File: config.mk
export PLATFORM = sky130hd
export DESIGN_NAME = ib_ram_update_ctrl
export DESIGN_NICKNAME = d
export VERILOG_FILES = /design/src/rtl/ib_ram_ctrl_pkg.sv /design/src/rtl/ib_page_addr_cnt.sv /design/src/rtl/ib_ram_update_ctrl.sv
export SDC_FILE = /design/constraint.sdc
export NUM_CORES = 1
export LEC_CHECK = 0
export CAP_MARGIN = 25
export CORE_MARGIN = 10
export CORE_UTILIZATION = 43
export CTS_CLUSTER_DIAMETER = 50
export CTS_CLUSTER_SIZE = 14
export DETAILED_ROUTE_END_ITERATION = 8
export PLACE_DENSITY = 0.71
export SYNTH_ARGS = -nofsm -noshare
export SYNTH_HDL_FRONTEND = slang
export SYNTH_SLANG_ARGS = --single-unit
File: constraint.sdc
create_clock -name write_clk -period 1.5 [get_ports write_clk]
set_clock_uncertainty 0.2 [all_clocks]
set_input_delay 0.225 -clock write_clk [delete_from_list [all_inputs] [get_ports write_clk]]
set_output_delay 0.225 -clock write_clk [all_outputs]
set_load 0.02 [all_outputs]
File: src/rtl/ib_ram_ctrl_pkg.sv
// ib_ram_ctrl_pkg: shared FSM encoding and sizing for the IB-CNU LUT RAM update controller.
package ib_ram_ctrl_pkg;
    typedef enum logic [1:0] {IDLE, LOAD, WAIT_SWAP, SWAP} state_t;
    localparam int PAGE_NUM = 32;
    localparam int ITER_MAX_DEF = 20;
    localparam int ITER_W = $clog2(ITER_MAX_DEF);
    function automatic int iter_w(input int m);
        return m < 2 ? 1 : $clog2(m);
    endfunction
endpackage

File: src/rtl/ib_page_addr_cnt.sv
// ib_page_addr_cnt: page index counter with increment/clear and a last-page flag.
module ib_page_addr_cnt #(
    parameter int W = 5
) (
    input  logic         write_clk,
    input  logic         rstn,
    input  logic         inc,
    input  logic         clr,
    output logic [W-1:0] page_idx,
    output logic         last_page
);
    always_ff @(posedge write_clk or negedge rstn)
        if (!rstn) page_idx <= '0;
        else if (clr) page_idx <= '0;
        else if (inc) page_idx <= page_idx + 1'b1;
    assign last_page = &page_idx;
endmodule

File: src/rtl/ib_ram_update_ctrl.sv
// ib_ram_update_ctrl: streams LUT pages into the inactive RAM half, swaps halves and counts iterations.
// Optional IB_RAM_WR_CHECKSUM_EN adds wr_checksum, the XOR of all pages written in the current load.
module ib_ram_update_ctrl
    import ib_ram_ctrl_pkg::*;
#(
    parameter int ENTRY_ADDR    = 6,
    parameter int BANK_NUM      = 2,
    parameter int LUT_PORT_SIZE = 3,
    parameter int ITER_MAX      = 20
) (
    input  logic                                 write_clk,
    input  logic                                 rstn,
    input  logic                                 iter_start,
    input  logic [LUT_PORT_SIZE*BANK_NUM-1:0]    lut_data,
    input  logic                                 lut_valid,
    output logic                                 lut_ready,
    input  logic                                 swap_req,
    output logic [ENTRY_ADDR-1:0]                page_addr_ram,
    output logic [LUT_PORT_SIZE*BANK_NUM-1:0]    ram_write_data_2,
    output logic                                 ib_ram_we,
    output logic                                 read_addr_offset,
    output logic                                 load_done,
    output logic [iter_w(ITER_MAX)-1:0]          iter_cnt,
    output logic                                 decode_end,
    output logic                                 err_overrun
`ifdef IB_RAM_WR_CHECKSUM_EN
    ,output logic [LUT_PORT_SIZE*BANK_NUM-1:0]   wr_checksum
`endif
);
    localparam int PW = ENTRY_ADDR - 1;
    localparam int IW = iter_w(ITER_MAX);
    localparam logic [IW:0] ITER_TOP = (IW+1)'(ITER_MAX);
    state_t state, nxt;
    logic [PW-1:0] page_idx;
    logic last_page, xfer, swap_pend, enter_swap, iter_wrap;
    logic [IW:0] iter_inc;
    assign lut_ready  = state == LOAD;
    assign xfer       = lut_valid && lut_ready;
    assign enter_swap = state == WAIT_SWAP && nxt == SWAP;
    assign iter_inc   = {1'b0, iter_cnt} + 1'b1;
    assign iter_wrap  = iter_inc == ITER_TOP;
    ib_page_addr_cnt #(.W(PW)) u_page_cnt (
        .write_clk (write_clk),
        .rstn      (rstn),
        .inc       (xfer),
        .clr       (state == SWAP),
        .page_idx  (page_idx),
        .last_page (last_page)
    );
    always_comb begin
        nxt = state;
        case (state)
            IDLE:      nxt = iter_start ? LOAD : IDLE;
            LOAD:      nxt = xfer && last_page ? WAIT_SWAP : LOAD;
            WAIT_SWAP: nxt = swap_req || swap_pend ? SWAP : WAIT_SWAP;
            default:   nxt = IDLE;
        endcase
    end
    // Swap-side registers update on entry to SWAP so the new half is visible during SWAP.
    always_ff @(posedge write_clk or negedge rstn) begin
        if (!rstn) begin
            state            <= IDLE;
            ib_ram_we        <= 1'b0;
            ram_write_data_2 <= '0;
            page_addr_ram    <= '0;
            swap_pend        <= 1'b0;
            load_done        <= 1'b0;
            decode_end       <= 1'b0;
            read_addr_offset <= 1'b0;
            iter_cnt         <= '0;
            err_overrun      <= 1'b0;
        end else begin
            state      <= nxt;
            ib_ram_we  <= xfer;
            swap_pend  <= state == LOAD ? swap_pend || swap_req : state != SWAP && swap_pend;
            load_done  <= state == WAIT_SWAP && nxt == WAIT_SWAP;
            decode_end <= enter_swap && iter_wrap;
            if (xfer) begin
                ram_write_data_2 <= lut_data;
                page_addr_ram    <= {~read_addr_offset, page_idx};
            end
            if (enter_swap) begin
                read_addr_offset <= ~read_addr_offset;
                iter_cnt         <= iter_wrap ? '0 : iter_inc[IW-1:0];
            end
            if (iter_start && state != IDLE) err_overrun <= 1'b1;
        end
    end
`ifdef IB_RAM_WR_CHECKSUM_EN
    always_ff @(posedge write_clk or negedge rstn)
        if (!rstn) wr_checksum <= '0;
        else if (state == IDLE && iter_start) wr_checksum <= '0;
        else if (xfer) wr_checksum <= wr_checksum ^ lut_data;
`endif
endmodule

=== After elaboration in Yosys (flattened, before gate mapping) ===
Cells that the tools add are included.
Widths: inputs -> output; s select.

* Output and inout bits: 23
* Register bits after elaboration: 30
* Logic and storage cells: 41

* Muxes and demuxes: 8
* Reduce and logical (&&, ||, !) cells: 12
* Add/sub/neg operators: 2
* Eq/ne operators: 7
* Bitwise logic cells: 1

{| class="wikitable"
|+ Operators with widths
! operator !! count
|-
| $mux 5 || 3
|-
| $eq 2x2->1 const B || 4
|-
| $logic_and 1x1->1 || 7
|-
| $add 5x1->6 const B || 1
|-
| $eq 6x5->1 const B || 1
|-
| $pmux 2 s3 || 1
|-
| $add 5x1->5 const B || 1
|-
| $reduce_and 5->1 || 1
|-
| $reduce_bool 2->1 || 2
|-
| $mux 1 || 3
|-
| $eq 2x1->1 const B || 1
|-
| $logic_not 2->1 || 1
|-
| $mux 2 || 1
|-
| $ne 2x2->1 const B || 1
|-
| $logic_or 1x1->1 || 1
|-
| $not 1->1 || 1
|}

=== Logic depth before layout (Yosys ltp) ===
* Word-level depth: 8
* Depth in mapped cells: 6
* Gate-level depth less buffers: 6

=== Hierarchy ===
A second synthesis with hierarchy kept.

* Cell total of the unflattened synthesis: 110
* Area total of the unflattened synthesis: 1335.0 um2

{| class="wikitable"
|+ Modules (own cells, without submodules)
! module !! times used !! cells each !! area each (um2)
|-
| ib_ram_update_ctrl || 1 || 88 || 1058.5
|-
| ib_page_addr_cnt || 1 || 22 || 276.5
|}

=== Least setup slack after synthesis ===
Ideal clock, no wire load.

* Path kind: register to register
* Start point: register iter_cnt[0]
* End point: register iter_cnt[0]
* Arrival: 1385 ps
* Setup slack: -203 ps
* Buffers on the path: 0
* Data required time: 1182 ps
* Setup time: 118 ps
* Stages on the path, launching flop included: 6
* Clock period less this slack: 1703 ps
* Cell sequence: dfrtp_1 -> ha_1 -> nor2b_1 -> o2111a_1 -> nor3_1 -> a21o_1

* Word-level cells in the longest chain between the ends: 3

{| class="wikitable"
|+ RTL lines
! element !! line !! source
|-
| from (decl) || ib_ram_update_ctrl.sv:23 || <nowiki>output logic [iter_w(ITER_MAX)-1:0] iter_cnt,</nowiki>
|-
| from (signal assigned) || ib_ram_update_ctrl.sv:84 || <nowiki>iter_cnt <= iter_wrap ? '0 : iter_inc[IW-1:0];</nowiki>
|-
| $add 5x1->6 * || ib_ram_update_ctrl.sv:40 || <nowiki>assign iter_inc = {1'b0, iter_cnt} + 1'b1;</nowiki>
|-
| $eq 6x5->1 || ib_ram_update_ctrl.sv:41 || <nowiki>assign iter_wrap = iter_inc == ITER_TOP;</nowiki>
|-
| $mux 5 * || ib_ram_update_ctrl.sv:84 ||
|}

Mark *: on every way between the ends. The rest lies on a longest branch, timed or not.
A chain may end at the register's enable or synchronous reset.

=== Worst setup path after layout ===
* Start point: register iter_cnt[0]
* End point: register iter_cnt[4]

The elaborated chain is that of the path after synthesis.

==> impl_metrics.toml <==
[synthesis]
synth_area_um2 = 1380
async_flop_share_pct = 100
syn_nets = 132
muxShareOfSynthArea_pct = 11.6
yosysTopAreaCellShare_pct = 54.4
yosys_warnings = 0
synth_cells = 117
synthTopCellsByCount = "dfrtp_1, nand2_1, o21ai_0"
syn_avg_cell_area_um2 = 11.8
synth_compound_area_share_pct = 10.9
ys_seq_area_share_pct = 54.4
ys.flop_type = "dfrtp_1"
yosysTopAreaCell = "dfrtp_1"
yosys.area_share.simple_pct = 13.7
synth.area.top_cells = "dfrtp_1, mux2_4, ha_1"
synth_top_family_by_area = "simple AND/OR/NAND/NOR gates"
synth_fa_ha_area_share_pct = 3.63
yosys.cell_types.count = 33
yosysMostFrequentCell = "dfrtp_1"
synth_xor_area_share_pct = 1.27
ys_seq_elements = 30
synth_edf_count = 0

[global_route]
antenna_found_initial = 0
use_met2_pct = 18.8
met1_usage_pct = 12.5
grt_use_met3_pct = 6.29
grt_usage_pct = 11.7
gr-max-usage-layer = "met2"
grt_pass1_wl_um = 5570
grt_max_degree = 31
grt_pass1_vias = 1202
overflow = 0

[power_and_ir_drop]
power.density_nw_per_um2 = 1550
clock_power_share_pct = 15.9
internal-power_uw = 2020
p_comb_share_pct = 46.2
switching_share_pct = 36.2
irDropWorstVdd_mv = 0.808
p_leak_uw = 0.000973
seqPwrFrac_pct = 37.9
switching_power_uw = 1150

[final_layout]
nets = 193
insertedDiodeCount = 0
fillers = 263
syn2layout_area_growth_pct = 48.1
fin_util_pct = 66.9
drive_gt1_share_pct = 41.3

[critical_path]
r2r-start = "iter_cnt[0]"
crit_start = "iter_cnt[0]"
r2r-end = "iter_cnt[4]"
worstPathArrival_ns = 1.58
reg2reg_depth = 6
cp-start-kind = "flip-flop"
criticalPathCategory = "flip-flop to flip-flop"
cp_max_fo = 4
end_kind = "flip-flop"
r2r_setup_slack_ns = -0.07
required_ns = 1.51

[placement]
port_buffers = 33
gp_congestion = 0.931
hpwl_um = 2380

[sta]
setup_ws_ns = -0.0666
final.period_utilization_pct = 104
setup_tns_ns = -0.155
rsz0062_at_grt = "yes"
worst_pin_slew_ns = 0.438
fmax_mhz = 638
setup_viol_count_final = 4
finalHoldViolCount = 0
maxSlewHeadroom_pct = 70.7
period_needed_ns = 1.57
slew_violations = 0

[die]
core_um2 = 3050
die-area_um2 = 5880
chipWidth_um = 76.7
rows = 20
die_h_um = 76.7
start_util_pct = 45.2
ios = 34

[hold_path]
hp-class = "input pin to async pin"

[clocking]
clkTransAtPathRegs_ns = 0.10
cts.sinks = 30
cts_buffers = 5
cts_root_buf = "clkbuf_4"
clock_path_buffers = 2
ctsHoldBuffers = 0
tritoncts = "yes"
clkLatencyLatePin_ns = 0.34
htreeDepth = 2

[drt]
totalWireLength_um = 3410
vias_per_cell = 5.02
drc = 0
wl_per_cell_um = 15.3
ant_nets = 0
first_iter_violations = 67
first_pass_iters = 4
vias = 1119

[flow_run]
drv_cap = 0

[outcome]
status = "finished with violations"
violations = "setup timing"
through the flow:
stage	cells	instance area [um2]	setup slack [ns]	power (uW)	hold WS, ns
finish	223	2040	-0.0666	3180	0.0376
detailed placement	209	1920	-0.261	2690	0.257
CTS	219	2000	-0.0417	3130	0.0444
floorplan	117	1420	-0.0847	2010	-0.271
global route	223	2040	-0.144	3410	0.0322
global placement	209	1920	-0.225	2630	0.248
logic make-up (layout without fill, tap and decap cells):
| kind of cell | count (synthesis) | after routing |
|---|---|---|
| simple gates | 34 | 35 |
| flops | 30 | 30 |
| compound gates | 24 | 24 |
| mux | 12 | 12 |
| buf+inv | 11 | 72 |
| fa+ha+maj | 4 | 4 |
| xor+xnor | 2 | 2 |
layout by cell type (no fill, tap or decap), drive strengths merged, types with 2 or more instances in the layout:
cell type	instances
clkdlybuf4s50	10
nand2	14
inv	6
nor2b	5
nand3	3
mux2	11
dfrtp	30
o2bb2ai	2
o21ai	8
buf	28
a21oi	7
xnor2	2
nor3	2
clkdlybuf4s15	7
nand2b	2
nor2	4
a31oi	2
ha	4
dlygate4sd2	3
and3	2
clkbuf	17
power groups by stage:
stage / Combinational, uW / Sequential (uW) / Clock [uW]
finish: 1470 / 1200 / 504
global route: 1600 / 1240 / 568
CTS: 1410 / 1200 / 515
detailed placement: 1470 / 1220 / 0
global placement: 1430 / 1210 / 0
floorplan: 581 / 1430 / 0
how the worst max path moves through the flow:
stage                       endpoint
finish                   iter_cnt[4]
global route             iter_cnt[4]
CTS                      iter_cnt[0]
detailed placement       iter_cnt[2]
global placement         iter_cnt[3]
floorplan           page_addr_ram[0]
final cells by class:
type	count	area, um2	share of cell area (%)
multi-input combinational	77	663	32.5
timing repair buffer	58	489	23.9
inverter	6	22.5	1.10
tap	44	55.1	2.69
clock buffer	7	55.1	2.69
sequential	30	753	36.9
clock inverter	1	5.00	0.245
layer usage:
metal	vias to the layer above	part of all wire, %	wire, um
li1	535	-	-
met3	7	7.7	264
met5	-	0	0
met4	0	1.2	40
met2	41	50	1720
met1	536	41	1380
timing repair:
action / 4_1_cts / 5_1_grt
buffers inserted: 2 / 3
endpoints found under the setup margin: 43 / 32
pin swaps: 4 / 6
gates cloned: 0 / 1
gates resized for setup: 39 / 45
state kept, by name, summed over array words and instances, names as in the netlist:
| signal | count |
|---|---|
| page_addr_ram | 6 |
| ram_write_data_2 | 6 |
| iter_cnt | 5 |
| u_page_cnt.page_idx | 5 |
| state | 2 |
| decode_end | 1 |
| err_overrun | 1 |
| ib_ram_we | 1 |
| load_done | 1 |
| read_addr_offset | 1 |
| swap_pend | 1 |
critical path, stage by stage, from the launching register on:
cell and delay [ns]:
dfrtp_2 0.46, buf_6 0.13, buf_6 0.12, nand2_2 0.09, a21oi_2 0.07, o311ai_2 0.28, nand2_1 0.10
Power figures use the tool's default switching activity.
